**config.mk**
```make
export PLATFORM = sky130hd
export DESIGN_NAME = pipe_ctrl
export DESIGN_NICKNAME = d
export VERILOG_FILES = /design/src/rtl/pipe_ctrl_pkg.sv /design/src/rtl/pipe_ctrl_stall_watchdog.sv /design/src/rtl/pipe_ctrl.sv
export SDC_FILE = /design/constraint.sdc
export NUM_CORES = 1
export LEC_CHECK = 0
export ABC_AREA = 0
export CORE_MARGIN = 5
export CORE_UTILIZATION = 49
export DETAILED_ROUTE_END_ITERATION = 8
export PLACE_DENSITY = 0.84
export SLEW_MARGIN = 20
export SYNTH_ARGS = -nofsm -noshare
export SYNTH_HDL_FRONTEND = slang
export SYNTH_SLANG_ARGS = --single-unit
```
**constraint.sdc**
```tcl
create_clock -name clk -period 3 [get_ports clk]
set_input_delay 0.3 -clock clk [delete_from_list [all_inputs] [get_ports clk]]
set_output_delay 0.3 -clock clk [all_outputs]
set_load 0.1 [all_outputs]
```
**src/rtl/pipe_ctrl_pkg.sv**
```systemverilog
// Shared definitions for the pipeline sequencer: FSM states, stall hold vectors,
// stall bit positions and the core-wide address bus constants.
package pipe_ctrl_pkg;

    // Instruction address bus width and its zero value, as used across the core.
    localparam int unsigned INST_ADDR_W = 32;
    localparam logic [INST_ADDR_W-1:0] ZERO_WORD = '0;

    // Bit positions inside the stall hold vector.
    localparam int unsigned STALL_BIT_PC  = 0;
    localparam int unsigned STALL_BIT_IF  = 1;
    localparam int unsigned STALL_BIT_ID  = 2;
    localparam int unsigned STALL_BIT_EX  = 3;
    localparam int unsigned STALL_BIT_MEM = 4;
    localparam int unsigned STALL_BIT_WB  = 5;
    localparam int unsigned STALL_W       = STALL_BIT_WB + 1;

    // A stalling stage holds itself and every stage upstream of it.
    localparam logic [STALL_W-1:0] STALL_NONE   = '0;
    localparam logic [STALL_W-1:0] STALL_ID     = STALL_W'((1 << (STALL_BIT_ID + 1)) - 1);
    localparam logic [STALL_W-1:0] STALL_EX     = STALL_W'((1 << (STALL_BIT_EX + 1)) - 1);
    localparam logic [STALL_W-1:0] STALL_MEM    = STALL_W'((1 << (STALL_BIT_MEM + 1)) - 1);
    // Freeze pc..mem while the exception is accepted; wb still retires.
    localparam logic [STALL_W-1:0] STALL_FREEZE = STALL_MEM;

    typedef enum logic [1:0] {
        STATE_RUN,
        STATE_STALL,
        STATE_FLUSH
    } state_e;

    // Highest requesting stage wins.
    function automatic logic [STALL_W-1:0] stall_encode(input logic req_id,
                                                        input logic req_ex,
                                                        input logic req_mem);
        if (req_mem) begin
            return STALL_MEM;
        end else if (req_ex) begin
            return STALL_EX;
        end else if (req_id) begin
            return STALL_ID;
        end
        return STALL_NONE;
    endfunction

endpackage

```
**src/rtl/pipe_ctrl_stall_watchdog.sv**
```systemverilog
// Stall watchdog: consecutive-stall counter with a sticky timeout flag, plus a
// saturating count of all stalled cycles for performance monitoring.
module pipe_ctrl_stall_watchdog #(
    parameter int unsigned MAX_STALL = 255,
    parameter int unsigned CNT_W     = 16
) (
    input  logic             clk,
    input  logic             rst,
    input  logic             stall_active,
    output logic             stall_timeout,
    output logic [CNT_W-1:0] stall_cycles
);

    localparam int unsigned RUN_W = $clog2(MAX_STALL + 1);
    localparam logic [RUN_W-1:0] RUN_MAX = RUN_W'(MAX_STALL);

    logic [RUN_W-1:0] run_q, run_d;
    logic             timeout_q, timeout_d;
    logic [CNT_W-1:0] cycles_q, cycles_d;

    // Next-state: run length parks at MAX_STALL, total count saturates at all-ones.
    always_comb begin
        run_d     = run_q;
        timeout_d = timeout_q;
        cycles_d  = cycles_q;
        if (stall_active) begin
            if (run_q != RUN_MAX) begin
                run_d = run_q + RUN_W'(1);
            end
            if (cycles_q != '1) begin
                cycles_d = cycles_q + CNT_W'(1);
            end
        end else begin
            run_d = '0;
        end
        if (stall_active && (run_d == RUN_MAX)) begin
            timeout_d = 1'b1;
        end
    end

    // Counter and flag registers.
    always_ff @(posedge clk or negedge rst) begin
        if (!rst) begin
            run_q     <= '0;
            timeout_q <= 1'b0;
            cycles_q  <= '0;
        end else begin
            run_q     <= run_d;
            timeout_q <= timeout_d;
            cycles_q  <= cycles_d;
        end
    end

    assign stall_timeout = timeout_q;
    assign stall_cycles  = cycles_q;

endmodule

```
**src/rtl/pipe_ctrl.sv**
```systemverilog
// Central pipeline sequencer: arbitrates stage stall requests against exception
// flushes, drives the hold vector and flush to the pipeline registers, and
// redirects fetch to the handler address.
module pipe_ctrl
    import pipe_ctrl_pkg::*;
#(
    parameter int unsigned ADDR_W       = INST_ADDR_W,
    parameter int unsigned FLUSH_CYCLES = 1,
    parameter int unsigned MAX_STALL    = 255,
    parameter int unsigned CNT_W        = 16
) (
    input  logic               clk,
    input  logic               rst,
    input  logic               stallreq_id,
    input  logic               stallreq_ex,
    input  logic               stallreq_mem,
    input  logic               flush_req,
    input  logic [ADDR_W-1:0]  flush_pc,
    output logic [STALL_W-1:0] stall,
    output logic               flush,
    output logic [ADDR_W-1:0]  new_pc,
    output logic               pc_redirect,
    output logic               stall_timeout,
    output logic [CNT_W-1:0]   stall_cycles
);

    // Flush length counter counts down to zero in the last FLUSH cycle.
    localparam logic [3:0] FLUSH_LAST = 4'(FLUSH_CYCLES - 1);

    state_e             state_q, state_d;
    logic [3:0]         fcnt_q, fcnt_d;
    logic               flush_q, flush_d;
    logic               redirect_q, redirect_d;
    logic [ADDR_W-1:0]  new_pc_q, new_pc_d;
    logic [STALL_W-1:0] stall_vec;
    logic               any_req;

    assign any_req = stallreq_id | stallreq_ex | stallreq_mem;

    // Next-state, registered-output next values and the combinational hold vector.
    always_comb begin
        state_d    = state_q;
        fcnt_d     = fcnt_q;
        flush_d    = flush_q;
        redirect_d = 1'b0;
        new_pc_d   = new_pc_q;
        stall_vec  = STALL_NONE;
        unique case (state_q)
            STATE_RUN, STATE_STALL: begin
                if (flush_req) begin
                    // Exception wins over any stall request this cycle.
                    stall_vec  = STALL_FREEZE;
                    state_d    = STATE_FLUSH;
                    fcnt_d     = FLUSH_LAST;
                    flush_d    = 1'b1;
                    redirect_d = 1'b1;
                    new_pc_d   = flush_pc;
                end else begin
                    stall_vec = stall_encode(stallreq_id, stallreq_ex, stallreq_mem);
                    state_d   = any_req ? STATE_STALL : STATE_RUN;
                end
            end
            STATE_FLUSH: begin
                // Later flush requests are dropped: the older exception owns new_pc.
                if (fcnt_q == '0) begin
                    state_d = STATE_RUN;
                    flush_d = 1'b0;
                end else begin
                    fcnt_d = fcnt_q - 4'd1;
                end
            end
            default: begin
                state_d = STATE_RUN;
                flush_d = 1'b0;
            end
        endcase
    end

    // State and registered outputs.
    always_ff @(posedge clk or negedge rst) begin
        if (!rst) begin
            state_q    <= STATE_RUN;
            fcnt_q     <= '0;
            flush_q    <= 1'b0;
            redirect_q <= 1'b0;
            new_pc_q   <= ADDR_W'(ZERO_WORD);
        end else begin
            state_q    <= state_d;
            fcnt_q     <= fcnt_d;
            flush_q    <= flush_d;
            redirect_q <= redirect_d;
            new_pc_q   <= new_pc_d;
        end
    end

    // Hold vector is zero-latency; forced idle while reset is asserted.
    assign stall       = rst ? stall_vec : STALL_NONE;
    assign flush       = flush_q;
    assign pc_redirect = redirect_q;
    assign new_pc      = new_pc_q;

    pipe_ctrl_stall_watchdog #(
        .MAX_STALL (MAX_STALL),
        .CNT_W     (CNT_W)
    ) u_stall_watchdog (
        .clk           (clk),
        .rst           (rst),
        .stall_active  (|stall),
        .stall_timeout (stall_timeout),
        .stall_cycles  (stall_cycles)
    );

endmodule

```
==> impl_results.md <==
- Run status: completed
- Worst setup EP type: output pin
- Layout Skew: around 0.0056 ns
- FILL cells: between 400 and 500
- DIE HEIGHT: 86.5 microns
- WP data arrival: 1.88 ns
- Post-route minimum period: 2.18 ns
- Post-CTS setup buffers: 0
- Post-Layout Inst Area: 3930 sq um
- Post-Place Cell Area: ~3700 sq um
- Antenna Diode Count: 0
- Final number of hold-violating endpoints: 0
- Post-DRT Antenna Nets: 0
- Setup Total Neg Slack: 0 ns
- Initial Utilization: 51.1%
- HP Class: in -> async
- Vias post-DR: about 2,100
- Post-synth top area cell: dfrtp_1
- Via-to-Cell Ratio: about 5.3
- Worst slew pin tran: 0.967 ns
- Die Span X: 86.5 microns
- DP HPWL: 4690 microns
- CTS sink cnt: 65
- NumNets Final: 366
- Worst Path Required: ~2.7 ns
- RR Startpoint: u_stall_watchdog.run_q[0]
- Yosys cell types: 44
- Post-synth EDFFs: 0
- Global-route wire length before repair: around 11,000 microns
- #FFs+latches synth: 65
- Setup CP Type: in -> out
- Largest cells by area after synthesis: dfrtp_1 (57%), mux2_2 (13%), nor2_1 (2.9%)
- Asr flop ratio synth: 100%
- Area occupied by multi-input gates: 1150 sq um
- Syn_nets: 270
- Critical path's slowest cell: clkdlybuf4s50_1
- Clock Latency Late Sink: 0.33 ns
- Vias in the first global route: between 2,000 and 2,500
- Synth warn: 0
- Post-cts sizing count: 0
- Final setup vio count: 0
- CTS Hold Bufs: 0
- Worst setup SP type: input port
- TritonCTS clock tree: built
- Part of the cycle the worst path needs: 72.6%
- First DRT Iteration DRCs: 106
- TritonCTS Buffers: 9
- PortBufs: 93
- Global route overflow: 0
- RSZ-0062 raised after global routing: false
- Most frequent cells in the layout: dfrtp_1 (65), buf_4 (53), clkdlybuf4s50_1 (38)
- Number of max-cap violations: 0
- Share of cells above drive strength 1: 34.8%
- Sequential fraction of the synthesis area: about 57%
- Routed Wire Length: 6310 microns
- Drt pass-1 iters: 4
- Post-route DRC violation count: 0
- CP Cell Sequence: clkdlybuf4s50_1 -> nor4_1 -> or2_1 -> inv_4 -> buf_12
- CTS H-tree depth: 3
- Routed wire per std cell: around 16 microns
- Syn Area/Cell: 12.5 sq um
- Slew Viols, Final: 0
- CP max stage delay: 0.49 ns
- Worst Reg2Reg Path Length in Cells: 6
- Core area: 5610 sq um
- Commonest non-fill, non-tap cell in the layout: dfrtp_1
- Clock Path Buffers: 2
- Area occupied by registers: roughly 1600 sq um
- Die area: about 7500 sq um
- Critical Path Fanout Max: 10
- Row cnt: 27
- Post-synth top area share: a little under three fifths
- Dominant synthesized flop cell: dfrtp_1
- Top-Level Pins: 95
- Post-Syn Instances: 229
- Reg2reg end: u_stall_watchdog.stall_timeout
- Root Driver: clkbuf_8
- Largest net degree at the start of global routing: 66
- FF-to-FF setup slack: between 1 and 1.5 ns
- Clock transition at path regs: 0.07 ns
- Initial antenna violation count: 0
- Highest Clock Rate: roughly 460 MHz
- Synth-to-layout area growth: 37.1%
- Slew headroom: 35.3%
- Netlist Area Pre-Place: 2860 sq um
- GPL Wtd Cong: 0.744
- Total track usage: between 10% and 20%
==> flip-flops by register name (all words and copies together) (netlist names) <==
signal                          cells
flush                               1
state_q                             2
u_stall_watchdog.stall_cycles      16
new_pc                             32
pc_redirect                         1
u_stall_watchdog.stall_timeout      1
u_stall_watchdog.run_q              8
fcnt_q                              4
==> cell usage after synthesis (2+ instances only) <==
cell,instances
a21oi_1,2
a31oi_1,4
and3_1,8
and4_1,2
buf_2,4
buf_4,4
dfrtp_1,65
ha_1,3
inv_1,4
mux2_1,2
mux2_2,33
mux2i_1,4
nand2_1,10
nand2b_1,2
nand3_1,5
nand3b_1,4
nand4_1,5
nor2_1,22
nor3_1,6
nor3b_1,2
nor4_1,2
o21ai_0,3
xnor2_1,8
xor2_1,5
==> stage by stage <==
step	hold WS [ns]	setup WS, ns	cells	util [%]
after floorplan	0.00441	0.627	229	-
after global placement	0.457	0.781	386	66.6
after detailed placement	0.479	0.710	386	66.6
after CTS	0.239	0.818	402	70.0
after global routing	0.293	0.724	402	70.0
final	0.218	0.821	402	70.0
==> final cells by class <==
| type | instances | area share (%) |
|---|---|---|
| flip-flops and latches | 65 | 41.4 |
| clock buffers | 14 | 4.65 |
| repair buffers | 95 | 21.5 |
| multi-input cells | 149 | 29.4 |
| clock inverters | 2 | 0.255 |
| inverters | 5 | 0.542 |
| well taps | 72 | 2.29 |
==> worst max-delay path by stage <==
stage,start,cells after the start,endpoint,slack [ns]
after floorplan,u_stall_watchdog.stall_cycles[7],4,u_stall_watchdog.stall_cycles[1],0.63
after global placement,flush_req,6,u_stall_watchdog.stall_cycles[1],0.78
after detailed placement,flush_req,6,u_stall_watchdog.stall_cycles[1],0.71
after CTS,flush_req,5,stall[1],0.82
after global routing,flush_req,5,stall[2],0.72
final,flush_req,5,stall[1],0.82
==> routing by layer <==
metal  vias up  wire length (microns)  GRT usage (%)
met5         -                      0              0
met4         0                    102           8.07
met3        10                    788           9.41
met2        92                   2900           28.0
met1      1021                   2520           22.0
li1        995                      -              -
==> kinds of logic after synthesis <==
logic type	Yosys count	share of synthesized area, %
compound gates	15	3.84
xor+xnor	13	3.98
fa+ha+maj	3	1.31
buf+inv	15	3.01
flops	65	56.8
mux	39	15.2
other cells	1	0.131
simple gates	78	15.8
==> critical path, delay by kind of cell <==
| family | cells | cell delay, ns |
|---|---|---|
| buffers and inverters | 3 | 0.87 |
| AND/OR/NAND/NOR | 2 | 0.71 |
Power is left out: the tool's default activity adds up to more than one toggle a clock period on the data nets, which glitch-free logic cannot reach.
